File: src/rtl/lenet_sched.sv
// Ping-pong scheduler for the two LeNet source banks: overlaps capture of one frame with inference on the other.
// Define LENET_SCHED_TIMEOUT_EN to add an engine watchdog that abandons a RUN bank after TIMEOUT_CYC cycles.
module lenet_sched #(
  parameter int W_SEQ       = 8,
  parameter int TIMEOUT_CYC = 1000000
) (
  input  logic             clk,
  input  logic             rstn,
  input  logic             enable,
  input  logic             cap_start,
  input  logic             cap_done,
  output logic             cap_bank,
  output logic             lenet_go,
  output logic             lenet_bank,
  input  logic             lenet_ready,
  input  logic [3:0]       lenet_digit,
  output logic             result_valid,
  output logic [3:0]       result_digit,
  output logic [W_SEQ-1:0] result_seq,
  output logic [15:0]      drop_cnt,
  output logic             busy,
  output logic             timeout_err
);

  typedef enum logic [1:0] {BANK_EMPTY, BANK_FILLING, BANK_FULL, BANK_RUN} bank_state_t;
  typedef enum logic [1:0] {ENG_IDLE, ENG_GO, ENG_RUN} eng_state_t;

  bank_state_t      bank_q [2];
  bank_state_t      bank_d [2];
  logic [W_SEQ-1:0] seq_q [2];
  logic [W_SEQ-1:0] seq_d [2];
  logic [W_SEQ-1:0] frame_cnt, frame_d, seq_diff;
  eng_state_t       eng_q, eng_d;
  logic             last_wr, last_d, cap_bank_d, lenet_bank_d;
  logic             tgt, tgt_ok, launch_bank, idle_eval;
  logic             release_bank, timeout_hit;
  logic [1:0]       drop_inc;
  logic [16:0]      drop_sum;

  assign release_bank = (eng_q == ENG_RUN) && lenet_ready;
  assign lenet_go     = (eng_q == ENG_GO);
  assign busy         = (eng_q != ENG_IDLE);
  assign drop_sum     = {1'b0, drop_cnt} + {15'd0, drop_inc};

`ifdef LENET_SCHED_TIMEOUT_EN
  // Counts from the GO cycle, so a hit in cycle GO+TIMEOUT_CYC-1 reports at GO+TIMEOUT_CYC.
  logic [31:0] run_cyc;

  always_ff @(posedge clk) begin
    if (!rstn)                  run_cyc <= '0;
    else if (eng_d == ENG_GO)   run_cyc <= '0;
    else if (eng_q != ENG_IDLE) run_cyc <= run_cyc + 32'd1;
    else                        run_cyc <= '0;
  end

  assign timeout_hit = (eng_q == ENG_RUN) && !lenet_ready && (run_cyc == 32'(TIMEOUT_CYC - 1));
`else
  assign timeout_hit = 1'b0;
`endif

  // Events are applied in order (release, capture start, capture done) on a working copy of the bank states.
  always_comb begin
    bank_d       = bank_q;
    seq_d        = seq_q;
    frame_d      = frame_cnt;
    last_d       = last_wr;
    cap_bank_d   = cap_bank;
    lenet_bank_d = lenet_bank;
    eng_d        = eng_q;
    drop_inc     = 2'd0;
    tgt          = 1'b0;
    tgt_ok       = 1'b0;
    launch_bank  = 1'b0;
    idle_eval    = 1'b0;
    seq_diff     = seq_q[0] - seq_q[1];

    if (release_bank || timeout_hit) bank_d[lenet_bank] = BANK_EMPTY;
    if (timeout_hit) drop_inc = drop_inc + 2'd1;

    if (cap_start) begin
      if (bank_d[0] == BANK_FILLING) begin
        bank_d[0] = BANK_EMPTY;
        drop_inc  = drop_inc + 2'd1;
      end
      if (bank_d[1] == BANK_FILLING) begin
        bank_d[1] = BANK_EMPTY;
        drop_inc  = drop_inc + 2'd1;
      end
      tgt_ok = 1'b1;
      if (bank_d[~last_wr] == BANK_EMPTY)                          tgt = ~last_wr;
      else if (bank_d[last_wr] == BANK_EMPTY)                      tgt = last_wr;
      else if (bank_d[0] == BANK_FULL && bank_d[1] == BANK_FULL)   tgt = ~seq_diff[W_SEQ-1];
      else if (bank_d[0] == BANK_FULL)                             tgt = 1'b0;
      else if (bank_d[1] == BANK_FULL)                             tgt = 1'b1;
      else                                                         tgt_ok = 1'b0;
      if (tgt_ok) begin
        if (bank_d[tgt] == BANK_FULL) drop_inc = drop_inc + 2'd1;
        bank_d[tgt] = BANK_FILLING;
        cap_bank_d  = tgt;
        last_d      = tgt;
      end
    end

    if (cap_done) begin
      frame_d = frame_cnt + W_SEQ'(1);
      if (bank_d[0] == BANK_FILLING) begin
        bank_d[0] = BANK_FULL;
        seq_d[0]  = frame_cnt;
      end
      if (bank_d[1] == BANK_FILLING) begin
        bank_d[1] = BANK_FULL;
        seq_d[1]  = frame_cnt;
      end
    end

    unique case (eng_q)
      ENG_IDLE: idle_eval = 1'b1;
      ENG_GO:   eng_d = ENG_RUN;
      ENG_RUN:  if (release_bank || timeout_hit) idle_eval = 1'b1;
      default:  eng_d = ENG_IDLE;
    endcase

    // Launch decision sees this cycle's events, so go follows a completed fill or release by one cycle.
    if (idle_eval) begin
      eng_d = ENG_IDLE;
      if (enable && (bank_d[0] == BANK_FULL || bank_d[1] == BANK_FULL)) begin
        seq_diff = seq_d[0] - seq_d[1];
        if (bank_d[0] == BANK_FULL && bank_d[1] == BANK_FULL) launch_bank = ~seq_diff[W_SEQ-1];
        else                                                  launch_bank = (bank_d[1] == BANK_FULL);
        bank_d[launch_bank] = BANK_RUN;
        lenet_bank_d        = launch_bank;
        eng_d               = ENG_GO;
      end
    end
  end

  always_ff @(posedge clk) begin
    if (!rstn) begin
      bank_q[0]    <= BANK_EMPTY;
      bank_q[1]    <= BANK_EMPTY;
      seq_q[0]     <= '0;
      seq_q[1]     <= '0;
      frame_cnt    <= '0;
      last_wr      <= 1'b1;
      eng_q        <= ENG_IDLE;
      cap_bank     <= 1'b0;
      lenet_bank   <= 1'b0;
      result_valid <= 1'b0;
      result_digit <= 4'd8;
      result_seq   <= '0;
      drop_cnt     <= 16'd0;
      timeout_err  <= 1'b0;
    end else begin
      bank_q       <= bank_d;
      seq_q        <= seq_d;
      frame_cnt    <= frame_d;
      last_wr      <= last_d;
      eng_q        <= eng_d;
      cap_bank     <= cap_bank_d;
      lenet_bank   <= lenet_bank_d;
      result_valid <= release_bank;
      if (release_bank) begin
        result_digit <= lenet_digit;
        result_seq   <= seq_q[lenet_bank];
      end
      drop_cnt     <= drop_sum[16] ? 16'hFFFF : drop_sum[15:0];
      timeout_err  <= timeout_hit;
    end
  end

endmodule

File: config.mk
export PLATFORM = sky130hd
export DESIGN_NAME = lenet_sched
export DESIGN_NICKNAME = d
export VERILOG_FILES = /design/src/rtl/lenet_sched.sv
export SDC_FILE = /design/constraint.sdc
export NUM_CORES = 1
export LEC_CHECK = 0
export CORE_MARGIN = 3
export CORE_UTILIZATION = 55
export DETAILED_ROUTE_END_ITERATION = 8
export GPL_ROUTABILITY_DRIVEN = 0
export PLACE_DENSITY = 0.79
export SKIP_CTS_REPAIR_TIMING = 1
export SLEW_MARGIN = 20
export SYNTH_ARGS = -nofsm -noshare
export SYNTH_HDL_FRONTEND = slang
export SYNTH_SLANG_ARGS = --single-unit
File: constraint.sdc
create_clock -name clk -period 9.2 [get_ports clk]
set_clock_uncertainty 0.1 [all_clocks]
set_input_delay 0.92 -clock clk [delete_from_list [all_inputs] [get_ports clk]]
set_output_delay 0.92 -clock clk [all_outputs]
set_load 0.02 [all_outputs]
---- Word level (Yosys, flattened, before mapping) ----
Index checks and enable logic that the tools add are counted.
word-level totals
  bits in registers ....................... 62
  word-level logic and storage cells ...... 128
operators by class
  magnitude comparators ................... 8
  reductions and logical operators ........ 15
  equal/unequal tests ..................... 12
  bitwise gates (word level) .............. 14
  multiplexer cells ....................... 60
  add/sub/neg operators ................... 6
operators with widths
  kind                                                                  number
  2-bit 2-to-1 mux                                                      25
  8-bit 2-to-1 mux                                                      5
  16-bit 2-to-1 mux                                                     2
  4-bit 2-to-1 mux                                                      6
  16-bit by 2-bit adder with 17-bit output                              1
  1-bit 2-to-1 mux                                                      17
  8-bit subtractor                                                      2
  2-bit == test, second input constant                                  6
  2-bit by 1-bit == test with 1-bit output, second input constant       5
  2-bit greater-or-equal comparator, second input constant              5
  1-bit NOT with 2-bit output                                           5
  8-bit by 1-bit adder with 8-bit output, second input constant         1
  1-bit logical AND                                                     7
  2-bit demux with 1-bit select                                         3
  2-bit logical NOT                                                     3
  2-bit by 1-bit < comparator with 1-bit output, second input constant  3
  2-bit by 1-bit adder with 2-bit output, second input constant         2
  4-bit bitwise AND                                                     1
  4-bit NOT                                                             1
  4-bit OR                                                              1
  2-bit case mux with 2 select lines                                    1
  2-bit AND reduction                                                   2
  1-bit NOT                                                             3
  2-bit bitwise AND                                                     1
  other kinds (7)                                                       7

---- Depth between registers and ports, before layout ----
Gate-level depths: netlist of the first run.
  word-level depth ........................ 43
  gate-level depth with buffers ........... 18
  depth with buffers taken out ............ 18

---- Worst setup path before layout of the first run ----
OpenSTA, ideal clock, no wires.
  path kind ............................... input to register
  start point ............................. in lenet_ready
  end point ............................... reg lenet_bank
  data required time ...................... 9.026 ns
  path slack .............................. 5.042 ns
  stages on the path ...................... 16
  arrival ................................. 3.984 ns
  path through ............................ and3b_1 > buf_2 > a21boi_2 > o32ai_1 > a21oi_1 > buf_1 > mux2i_1 > ha_1 > a21oi_1 > nor2b_1 > o21ai_0 > nand2_1 > a311oi_1 > nand3b_1 > or4_1 > a31oi_1
between the ends
  longest elaborated chain between the ends .. 29
  elaborated cells between the ends (all ways) .. 62
RTL lines
  element                                                       line        source
  from (decl)                                                   15          input logic lenet_ready,
  1-bit logical AND *                                           40          assign release_bank = (eng_q == ENG_RUN) && lenet_ready;
  4-bit 2-to-1 mux                                              77          if (release_bank || timeout_hit) bank_d[lenet_bank] = BANK_EMPTY;
  2-bit by 1-bit == test with 1-bit output (on tied branches)   85, 81
  2-bit 2-to-1 mux (on tied branches)                           85, 81
  2-bit 2-to-1 mux                                              80          if (cap_start) begin
  2-bit == test / 2-bit 2-to-1 mux (equally long branches)      92, 94, 91
  1-bit 2-to-1 mux / 2-bit 2-to-1 mux (equally long branches)   94, 91
  1-bit 2-to-1 mux / 2-bit 2-to-1 mux (equally long branches)   93, 91
  (+13 left out)                                                n/a
  2-bit by 1-bit == test with 1-bit output (on tied branches)   106, 110
  8-bit 2-to-1 mux, or another cell as far along                106         if (bank_d[0] == BANK_FILLING) begin
  16-bit 2-to-1 mux / 4-bit 2-to-1 mux (equally long branches)  104         if (cap_done) begin
  8-bit subtractor, or another cell as far along                127         seq_diff = seq_d[0] - seq_d[1];
  1-bit NOT / 1-bit logical AND (equally long branches)         128         if (bank_d[0] == BANK_FULL && bank_d[1] == BANK_FULL) launch_bank = ~seq_diff[W_SEQ-1];
  1-bit 2-to-1 mux                                              128
  1-bit 2-to-1 mux                                              126         if (enable && (bank_d[0] == BANK_FULL || bank_d[1] == BANK_FULL)) begin
  1-bit 2-to-1 mux                                              124         if (idle_eval) begin
  to (signal assigned)                                          160         lenet_bank <= lenet_bank_d;
  to (decl)                                                     14          output logic lenet_bank,
Mark *: on every way between the ends. The rest lies on a longest branch, timed or not. The select of a mux whose other input is x is not followed.
A chain may end at the register's enable or synchronous reset.

---- Final worst setup path of the first run ----
  start point ............................. in lenet_ready
  end point ............................... reg bank_q[0] in the netlist's numbering
between the ends
  longest elaborated chain between the ends .. 37
  elaborated cells between the ends (all ways) .. 70
RTL lines
  element                                                                                                                          line        source
  1-bit logical AND *                                                                                                              40
  4-bit 2-to-1 mux                                                                                                                 77
  2-bit by 1-bit == test with 1-bit output (on tied branches)                                                                      85, 81
  2-bit 2-to-1 mux (on tied branches)                                                                                              85, 81
  2-bit 2-to-1 mux                                                                                                                 80
  2-bit == test / 2-bit 2-to-1 mux (equally long branches)                                                                         92, 94, 91
  1-bit 2-to-1 mux / 2-bit 2-to-1 mux (equally long branches)                                                                      94, 91
  1-bit 2-to-1 mux / 2-bit 2-to-1 mux (equally long branches)                                                                      93, 91
  (+21 left out)                                                                                                                   n/a
  1-bit NOT with 2-bit output (implied by the code)                                                                                130         bank_d[launch_bank] = BANK_RUN;
  2-bit greater-or-equal comparator (implied by the code) / 2-bit by 1-bit < comparator with 1-bit output (equally long branches)  130
  1-bit logical AND (implied by the code)                                                                                          130
  2-bit 2-to-1 mux (implied by the code)                                                                                           130
  2-bit demux with 1-bit select                                                                                                    130
  4-bit OR (no source line)                                                                                                        n/a
  4-bit 2-to-1 mux                                                                                                                 126
  4-bit 2-to-1 mux *                                                                                                               124
  to (signal assigned)                                                                                                             154         bank_q <= bank_d;
  to (decl)                                                                                                                        28          bank_state_t bank_q [2];
Marked as above.

==> results of run 1 <==
## area by class of cell
class / count / area, um2
clock buffer: 11 / 151
clock inverter: 5 / 104
fill: 449 / 1650
inverter: 20 / 75.1
multi-input combinational: 288 / 1930
sequential: 62 / 1240
tap: 72 / 90.1
timing repair buffer: 43 / 428
## through the flow
| step | instances | setup WS (ps) | hold WS (ps) | area, um2 | total power [mW] |
|---|---|---|---|---|---|
| after global routing | 501 | 3430 | 390 | 4020 | 0.743 |
| after global placement | 485 | 3740 | 345 | 3770 | 0.410 |
| after detailed placement | 485 | 3600 | 352 | 3770 | 0.414 |
| final | 501 | 3810 | 362 | 4020 | 0.716 |
| after CTS | 501 | 3860 | 362 | 4020 | 0.719 |
| after floorplan | 384 | 5040 | 330 | 3310 | 0.379 |
## where the power goes
part           switching [mW]  internal (mW)
Clock                   0.111          0.195
Sequential             0.0179          0.279
Combinational          0.0618         0.0519
Total                   0.191          0.526
## metal layers
metal	wire length (um)	track usage
met1	3390	0.284
met2	3660	0.371
met3	421	0.0632
met4	157	0.0950
met5	0	0
## cells by family after synthesis
group,count (synthesis)
buffers and inverters,34
AND/OR/NAND/NOR,136
other,1
AO/OA/AOI/OAI,86
adder cells (fa/ha/maj),18
multiplexers,26
flip-flops,62
XOR/XNOR,21
## registers in the layout, summed over array words and instances, names as in the netlist
| signal | cells |
|---|---|
| eng_q | 2 |
| lenet_bank | 1 |
| cap_bank | 1 |
| drop_cnt | 16 |
| result_valid | 1 |
| result_digit | 4 |
| frame_cnt | 8 |
| last_wr | 1 |
| bank_q | 4 |
| seq_q | 16 |
| result_seq | 8 |
## tightest hold or removal path, stage by stage, from the launching register on
cell	delay [ps]
dfxtp_1	310
nand2_1	50
a21oi_1	50
## how the worst max path moves through the flow
stage                     depth (start not counted)    endpoint   startpoint  slack, ps
final                                            16   bank_q[0]  lenet_ready       3810
after CTS                                        16   bank_q[0]  lenet_ready       3860
after floorplan                                  16  lenet_bank  lenet_ready       5040
after detailed placement                         16   bank_q[0]  lenet_ready       3600
after global placement                           16  lenet_bank  lenet_ready       3740
after global routing                             16  lenet_bank  lenet_ready       3430
## layout by cell type, fill, tap and decap left out, types with 7 or more instances in the layout
cell type         n
mux2i_1          19
o21ai_0          13
inv_1            19
dfxtp_1          62
nand2_1          30
a21oi_1          36
a211oi_1         10
nand3_1           7
xnor2_1           8
ha_1             17
clkdlybuf4s50_1  42
nor2_1           52
xor2_1           12
and2_1            7
nand4_1          11
clkbuf_8         11
==> key figures, run 1 <==
Timing
  – Final cycle utilization of the critical path: 0.586
  – Final Critical Period: 5390 ps
  – RSZ-0062 raised after global routing: no
  – Worst rel slew slack: 0.387
  – Worst-Margin Slew: 918 ps
  – Fmax achieved: 185 MHz
  – Final setup violating endpoints: 0
  – Total Neg Setup Slack: 0 ps
  – Final-report max-slew violation count: 0
  – Hold Violations, Final: 0

GRT
  – First-pass GRT wire length: 13200 um
  – GRT overflow: 0
  – Antenna violations before repair: 0
  – Tot GR Track Use: 0.228
  – Vias in the first global route: 2890
  – Pin count of the biggest net entering global routing: 54

Route
  – Wire length per cell: 15.2 um
  – Via count: 2847
  – First-pass iteration count of the detailed router: 5
  – Iter 0 DRT Violations: 208
  – Via density: 5.68
  – Drt total wl: 7640 um
  – ANT nets after route: 0
  – DRC: 0

Synth
  – Synth Instances: 384
  – Top cells by count, synth: 62 x dfxtp_1, 52 x nor2_1, 36 x a21oi_1
  – Area leader, netlist: dfxtp_1
  – Compound-gate portion of the synthesized area: 0.173
  – Adder-Cell Fraction of Synth Area: 0.0703
  – Synthesized cell area: 3310 um2
  – Commonest register cell after synthesis: dfxtp_1
  – Asr flop ratio synth: 0
  – Synth area leaders: dfxtp_1 38%, ha_1 6.4%, nor2_1 5.9%, mux2i_1 5.7%, a21oi_1 5.4%
  – Mapped Avg Cell Area: 8.62 um2
  – Number of synthesized flops with an enable pin: 0
  – Yosys Warn Count: 0
  – Most numerous cell in the Yosys netlist: dfxtp_1
  – Mux share of post-synthesis cell area: 0.0825
  – Post-synth cell types: 59
  – Area fraction of the dominant cell type after synthesis: 0.375
  – Seq/Total Area, Yosys: 0.375
  – Synthesized-area fraction occupied by xor and xnor cells: 0.0579
  – Largest family of logic cells by synthesized area: simple AND/OR/NAND/NOR gates
  – Syn_nets: 412
  – Synth Register Bits: 62
  – Post-synthesis simple-gate area fraction: 0.200

Clock network
  – TritonCTS Sinks: 62
  – H-tree levels: 3
  – Clock slew seen by the registers of the worst setup and hold paths: 70 ps
  – TritonCTS clock tree: built
  – Clock Latency Late Sink: 340 ps
  – CTS Root Buffer Type: clkbuf_8
  – Clock Path Buffers: 2
  – Total CTS buffers: 9

Cells and area
  – N_diodes: 0
  – Layout cells sized above 1: 0.0909
  – Area Overhead vs Synth: 21.6%
  – End-of-flow core utilization: 0.709
  – Layout Nets: 452

Hold path
  – Hold Path End: cap_bank
  – Worst hold start: cap_bank
  – Worst Hold Class: register to register
  – Hold path cells: 2

Critical path
  – Reg2Reg Depth: 15
  – Critical Path RT: 9340 ps
  – Setup slack, reg-to-reg: 4480 ps
  – CP Data Arrival Time: 5530 ps
  – Crit Reg-Reg Endpoint: bank_q[0]
  – Worst path slowest cell: and3b_1
  – Cell family with most CP delay: compound AO/OA/AOI/OAI gates
  – CP Capture Type: register
  – CP Buf/Inv Count: 3
  – Reg2reg start: eng_q[1]
  – Type of origin of the critical path: input pin
  – Crit-path cells: clkdlybuf4s50_1, and3b_1, a21boi_2, o32ai_1, a21oi_1, buf_4, mux2i_1, ha_1, nand4_1, nor2_1, inv_1, a2111oi_0, a311oi_1, nand3b_1, xnor2_1, o31a_1
  – Crit path largest cell delay: 750 ps
  – CP Max Fanout: 23
  – Crit Path Class: input pin to register

Job
  – Max_cap viols: 0

Floorplanning
  – IO Pins: 44
  – Initial Util: 0.583
  – Die width: 83.6 um
  – Die ar.: 6980 um2
  – Row count: 27
  – Core area: 5680 um2
  – Die H: 83.6 um

Power and ir drop
  – Leakage power: 1.56 nW
  – Peak supply drop: 0.000131 V
  – Power per cell area: 178 nW/um2

Place
  – HPWL after detailed placement: 5290 um
  – IO Port Bufs: 42

Outcome
  – Outcome: finished, final reports clean
(Power assumes the default switching activity.)
==> run 2: changes to the inputs <==
- clock period: 9.2 -> 5.6 ns (I/O delays scaled with it)
==> key figures, run 2 (synthesis results as in run 1) <==
Outcome
  – Outcome: finished, final reports clean (unchanged)

Timing
  – Fmax achieved: 219 MHz
  – Worst hold slack: 358 ps (was 362 ps)
  – Final Critical Period: 4570 ps
  – Final setup violating endpoints: 0 (unchanged)
  – Hold Violations, Final: 0 (unchanged)
  – RSZ-0062 raised after global routing: no (unchanged)
  – Worst-Margin Slew: 895 ps (was 918 ps)
  – Worst rel slew slack: 0.402 (was 0.387)
  – Final cycle utilization of the critical path: 0.816
  – Final-report max-slew violation count: 0 (unchanged)
  – Total Neg Setup Slack: 0 ps (unchanged)

Cells and area
  – Commonest cells after routing, fill and taps aside: 62 x dfxtp_1, 52 x nor2_1, 42 x clkdlybuf4s50_1, 35 x a21oi_1, 30 x nand2_1 (was 62 x dfxtp_1, 52 x nor2_1, 42 x clkdlybuf4s50_1, 36 x a21oi_1, 30 x nand2_1)
  – N_diodes: 0 (unchanged)
  – Commonest non-fill, non-tap cell in the layout: dfxtp_1 (unchanged)
  – Top Registers: drop_cnt: 16 flops, seq_q: 16 flops (unchanged)
  – Layout cells sized above 1: 0.0907 (was 0.0909)
  – Layout Nets: 453 (was 452)
  – Area Overhead vs Synth: 19.3% (was 21.6%)

Clock network
  – Clock Path Buffers: 2 (unchanged)
  – TritonCTS Sinks: 62 (unchanged)
  – H-tree levels: 3 (unchanged)
  – Total CTS buffers: 9 (unchanged)
  – CTS Root Buffer Type: clkbuf_8 (unchanged)
  – Clock slew seen by the registers of the worst setup and hold paths: 60 ps (was 70 ps)
  – Clock Latency Late Sink: 340 ps (about the same)
  – TritonCTS clock tree: built (unchanged)

Route
  – Iter 0 DRT Violations: 122 (was 208)
  – DRC: 0 (unchanged)
  – First-pass iteration count of the detailed router: 4 (was 5)
  – Wire length per cell: 14.4 um (was 15.2 um)
  – ANT nets after route: 0 (unchanged)
  – Via count: 2804 (was 2847)
  – Drt total wl: 7230 um (was 7640 um)
  – Via density: 5.59 (was 5.68)

Power and ir drop
  – Leakage power: 1.52 nW (was 1.56 nW)
  – Pint: 0.714 mW (was 0.526 mW)
  – Power per cell area: 255 nW/um2 (was 178 nW/um2)
  – Clock power frac: 0.332 (was 0.427)
  – Sequential share of power: 0.484 (was 0.414)
  – Comb pwr share: 0.185 (was 0.159)
  – Switching share of power: 0.291 (was 0.266)
  – Peak supply drop: 0.000192 V (was 0.000131 V)
  – Switch Pwr: 0.292 mW (was 0.191 mW)

Critical path
  – Type of origin of the critical path: input pin (unchanged)
  – Crit Path Class: input pin to register (unchanged)
  – CP Capture Type: register (unchanged)
  – CP Buf/Inv Count: 2 (was 3)
  – Setup slack, reg-to-reg: 1040 ps (was 4480 ps)
  – Crit-path cells: clkdlybuf4s50_1, and3b_1, a21boi_2, o32ai_1, a21oi_2, mux2i_1, ha_1, nand4_1, nor2_1, inv_1, a2111oi_0, a311oi_1, nand3b_1, xnor2_1, o31a_1 (was clkdlybuf4s50_1, and3b_1, a21boi_2, o32ai_1, a21oi_1, buf_4, mux2i_1, ha_1, nand4_1, nor2_1, inv_1, a2111oi_0, a311oi_1, nand3b_1, xnor2_1, o31a_1)
  – Reg2Reg Depth: 18 (was 15)
  – Crit Reg-Reg Endpoint: bank_q[0] (unchanged)
  – Reg2reg start: seq_q[4] (was eng_q[1])
  – Worst path slowest cell: o32ai_1 (was and3b_1)
  – Critical Path Start: lenet_ready (unchanged)
  – Crit. path cell count: 15 (was 16)
  – Critical Path RT: 5720 ps (was 9340 ps)
  – CP Data Arrival Time: 4700 ps (was 5530 ps)
  – CP Max Fanout: 12 (was 23)
  – CP Capture Point: bank_q[0] (unchanged)
  – Crit path largest cell delay: 670 ps (was 750 ps)
  – Cell family with most CP delay: compound AO/OA/AOI/OAI gates (unchanged)

Floorplanning
  – Die H: 83.6 um (unchanged)
  – Core area: 5680 um2 (unchanged)
  – Die width: 83.6 um (unchanged)
  – IO Pins: 44 (unchanged)
  – Initial Util: 0.583 (unchanged)
  – Die ar.: 6980 um2 (unchanged)
  – Row count: 27 (unchanged)

Job
  – Max_cap viols: 0 (unchanged)

GRT
  – Pin count of the biggest net entering global routing: 54 (unchanged)
  – Tot GR Track Use: 0.212 (was 0.228)
  – Vias in the first global route: 2627 (was 2890)
  – First-pass GRT wire length: 12100 um (was 13200 um)
  – GRT overflow: 0 (unchanged)
  – Antenna violations before repair: 0 (unchanged)

Place
  – IO Port Bufs: 42 (unchanged)
  – HPWL after detailed placement: 5240 um (was 5290 um)

Hold path
  – Worst Hold Class: register to register (unchanged)
  – Hold path cells: 2 (unchanged)
## run 2: cell count changes in the layout (fill, tap and decap cells not counted), sizes merged
cell / delta
buf: +1
bufinv: -3
clkbuf: +1
clkinv: +2
clkinvlp: +1
inv: -1
## run 2: worst min-delay path, cell delays in order, from the launching register on
cell and delay [ps]:
dfxtp_1 310, nand2_1 50, a21oi_1 50
## run 2: how the worst min path moves through the flow
stage / from / end / slack (ps)
after floorplan: last_wr / last_wr / 330
after global placement: cap_bank / cap_bank / 350
after detailed placement: result_digit[0] / result_digit[0] / 350
after CTS: result_digit[0] / result_digit[0] / 360
after global routing: result_digit[0] / result_digit[0] / 390
final: cap_bank / cap_bank / 360
## run 2: area by class of cell
class,instances,area [um2]
Timing Repair Buffer,44,435
Clock buffer,12,145
Inverter,20,75.1
Multi-Input combinational cell,288,1940
Tap cell,72,90.1
Sequential cell,62,1240
Fill cell,471,1730
Clock inverter,4,22.5
## run 2: power groups by stage
stage	clock [mW]	sequential (mW)	combinational, mW
after global routing	0.360	0.489	0.204
after detailed placement	0	0.495	0.185
after global placement	0	0.495	0.180
final	0.334	0.487	0.186
after floorplan	0	0.492	0.131
after CTS	0.341	0.486	0.186
## run 2: routing by layer
metal	GRT usage	wire length (um)	vias up
li1	-	-	1431
met1	0.253	3300	1301
met2	0.367	3480	61
met3	0.0652	345	11
met4	0.0599	109	0
met5	0	0	-
## run 2: per-stage QoR
stage	utilization	std cells	power, mW	instance area [um2]	setup slack [ps]
3_3_place_gp	0.665	486	0.675	3780	686
5_1_grt	0.696	502	1.05	3950	659
4_1_cts	0.695	502	1.01	3940	742
6_report	0.696	502	1.01	3950	1030
2_1_floorplan	-	384	0.623	3310	1520
3_5_place_dp	0.665	486	0.680	3780	376
==> run 3: changes to the inputs <==
- CORE_UTILIZATION: 55 -> 50
- PLACE_DENSITY: 0.79 -> 0.75
- clock period: 5.6 -> 4.17 ns (I/O delays scaled with it)
==> key figures, run 3 (synthesis results as in run 1) <==
Place
  – HPWL after detailed placement: 5550 um (was 5240 um)
  – IO Port Bufs: 42 (unchanged)
  – Setup slack at placement: -139 ps (was 376 ps)

Timing
  – Hold Violations, Final: 0 (unchanged)
  – RSZ-0062 raised after global routing: yes (was no)
  – Final setup violating endpoints: 2 (was 0)
  – Fmax achieved: 234 MHz
  – Final Critical Period: 4280 ps
  – Final setup margin: -108 ps (was 1030 ps)
  – Worst rel slew slack: 0.382 (was 0.402)
  – Worst-Margin Slew: 926 ps (was 895 ps)
  – Final-report max-slew violation count: 0 (unchanged)
  – Worst hold slack: 358 ps (about the same)
  – Final cycle utilization of the critical path: 1.03

Cells and area
  – End-of-flow core utilization: 0.704 (was 0.696)
  – Layout cells sized above 1: 0.214 (was 0.0907)
  – Commonest cells after routing, fill and taps aside: 58 x dfxtp_1, 50 x nor2_1, 42 x clkdlybuf4s50_1, 33 x a21oi_1, 30 x buf_4 (was 62 x dfxtp_1, 52 x nor2_1, 42 x clkdlybuf4s50_1, 35 x a21oi_1, 30 x nand2_1)
  – Area Overhead vs Synth: 36.0% (was 19.3%)
  – Layout Nets: 483 (was 453)
  – Top Registers: drop_cnt: 16 flops, seq_q: 16 flops (unchanged)
  – Number of fill cells: 471 (unchanged)
  – Commonest non-fill, non-tap cell in the layout: dfxtp_1 (unchanged)
  – N_diodes: 0 (unchanged)

Critical path
  – CP Buf/Inv Count: 2 (unchanged)
  – Critical Path RT: 4340 ps (was 5720 ps)
  – Reg2Reg Depth: 19 (was 18)
  – Crit-path cells: inv_1, ha_1, nand4_1, nor2_4, a21bo_4, a221oi_4, o311ai_4, nand2_4, buf_6, mux2_4, ha_4, a21oi_2, nor2_1, nor2_1, nand2_1, a311oi_2, nand3b_1, or4_4, a31oi_1 (was clkdlybuf4s50_1, and3b_1, a21boi_2, o32ai_1, a21oi_2, mux2i_1, ha_1, nand4_1, nor2_1, inv_1, a2111oi_0, a311oi_1, nand3b_1, xnor2_1, o31a_1)
  – Crit Path Class: register to register (was input pin to register)
  – Worst path slowest cell: or4_4 (was o32ai_1)
  – CP Max Fanout: 7 (was 12)
  – Setup slack, reg-to-reg: -110 ps (was 1040 ps)
  – Crit path largest cell delay: 550 ps (was 670 ps)
  – CP Capture Type: register (unchanged)
  – Most frequent CP cell: nor2_1
  – Type of origin of the critical path: register (was input pin)
  – Crit Reg-Reg Endpoint: lenet_bank (was bank_q[0])
  – Cell family with most CP delay: simple AND/OR/NAND/NOR gates (was compound AO/OA/AOI/OAI gates)
  – Reg2reg start: seq_q[6] (was seq_q[4])
  – CP Data Arrival Time: 4450 ps (was 4700 ps)

Clock network
  – Clock slew seen by the registers of the worst setup and hold paths: 70 ps (was 60 ps)
  – Clock Path Buffers: 2 (unchanged)
  – TritonCTS clock tree: built (unchanged)
  – CTS Root Buffer Type: clkbuf_8 (unchanged)
  – Total CTS buffers: 9 (unchanged)
  – H-tree levels: 3 (unchanged)
  – TritonCTS Sinks: 62 (unchanged)
  – Clock Latency Late Sink: 360 ps (was 340 ps)

Floorplanning
  – Die H: 87.3 um (was 83.6 um)
  – Core area: 6390 um2 (was 5680 um2)
  – IO Pins: 44 (unchanged)
  – Die ar.: 7630 um2 (was 6980 um2)
  – Row count: 29 (was 27)
  – Die width: 87.3 um (was 83.6 um)
  – Initial Util: 0.518 (was 0.583)

Route
  – Via density: 5.67 (was 5.59)
  – Drt total wl: 8800 um (was 7230 um)
  – ANT nets after route: 0 (unchanged)
  – Iter 0 DRT Violations: 115 (was 122)
  – First-pass iteration count of the detailed router: 4 (unchanged)
  – Via count: 3040 (was 2804)
  – Wire length per cell: 16.4 um (was 14.4 um)
  – DRC: 0 (unchanged)

Outcome
  – Outcome: finished, violations left (was finished, final reports clean)
  – Failing checks: setup timing

Power and ir drop
  – Power per cell area: 342 nW/um2 (was 255 nW/um2)
  – Leakage power: 1.74 nW (was 1.52 nW)
  – Peak supply drop: 0.000286 V (was 0.000192 V)

Hold path
  – Worst hold start: cap_bank (unchanged)
  – Hold path cells: 2 (unchanged)
  – Worst Hold Class: register to register (unchanged)
  – Hold Path End: cap_bank (unchanged)

GRT
  – GRT overflow: 0 (unchanged)
  – Vias in the first global route: 2821 (was 2627)
  – Antenna violations before repair: 0 (unchanged)
  – Tot GR Track Use: 0.211 (was 0.212)
  – Pin count of the biggest net entering global routing: 54 (unchanged)
  – First-pass GRT wire length: 12600 um (was 12100 um)

Job
  – Max_cap viols: 0 (unchanged)
## run 3: cell count changes in the layout (fill, tap and decap cells not counted), sizes merged
cell / previous run / this run
buf: 2 / 32
clkinv: 3 / 1
bufinv: 0 / 1
## run 3: report_power, final
part	total, mW	leakage, nW	switching, mW	internal [mW]
Combinational	0.342	1.13	0.181	0.161
Sequential	0.640	0.504	0.0248	0.615
Clock	0.559	0.104	0.238	0.320
## run 3: layout make-up
class / instances / area, um2 / share of cell area
multi-input combinational: 288 / 2200 / 0.490
sequential: 62 / 1250 / 0.277
timing repair buffer: 74 / 668 / 0.149
clock buffer: 12 / 165 / 0.0367
tap: 77 / 96.3 / 0.0214
inverter: 20 / 75.1 / 0.0167
clock inverter: 3 / 42.5 / 0.00946
## run 3: tightest hold or removal path: stages, from the launching register on
cell and delay (ps):
dfxtp_1 310, nand2_1 50, a21oi_1 50
## run 3: how the worst max path moves through the flow
| stage | end | slack, ps | cells past startpoint | start |
|---|---|---|---|---|
| after global placement | lenet_bank | 10 | 17 | lenet_ready |
| after detailed placement | lenet_bank | -140 | 17 | lenet_ready |
| after CTS | lenet_bank | -190 | 18 | seq_q[4] |
| after floorplan | bank_q[0] | 90 | 18 | seq_q[4] |
| after global routing | lenet_bank | -270 | 18 | seq_q[4] |
| final | lenet_bank | -110 | 19 | seq_q[6] |
## run 3: layer usage
layer | GRT usage | vias up | wire length (um)
li1 | - | 1489 | -
met5 | 0 | - | 0
met3 | 0.0691 | 19 | 577
met1 | 0.249 | 1431 | 3580
met2 | 0.347 | 101 | 4480
met4 | 0.0934 | 0 | 165
## run 3: per-stage QoR
| step | std cells | TNS [ps] | total power [mW] | cell area [um2] |
|---|---|---|---|---|
| final | 536 | -143 | 1.54 | 4500 |
| after global routing | 536 | -595 | 1.60 | 4500 |
| after CTS | 529 | -401 | 1.49 | 4160 |
| after detailed placement | 514 | -288 | 0.936 | 3960 |
| after global placement | 514 | 0 | 0.930 | 3960 |
| after floorplan | 384 | 0 | 0.837 | 3310 |
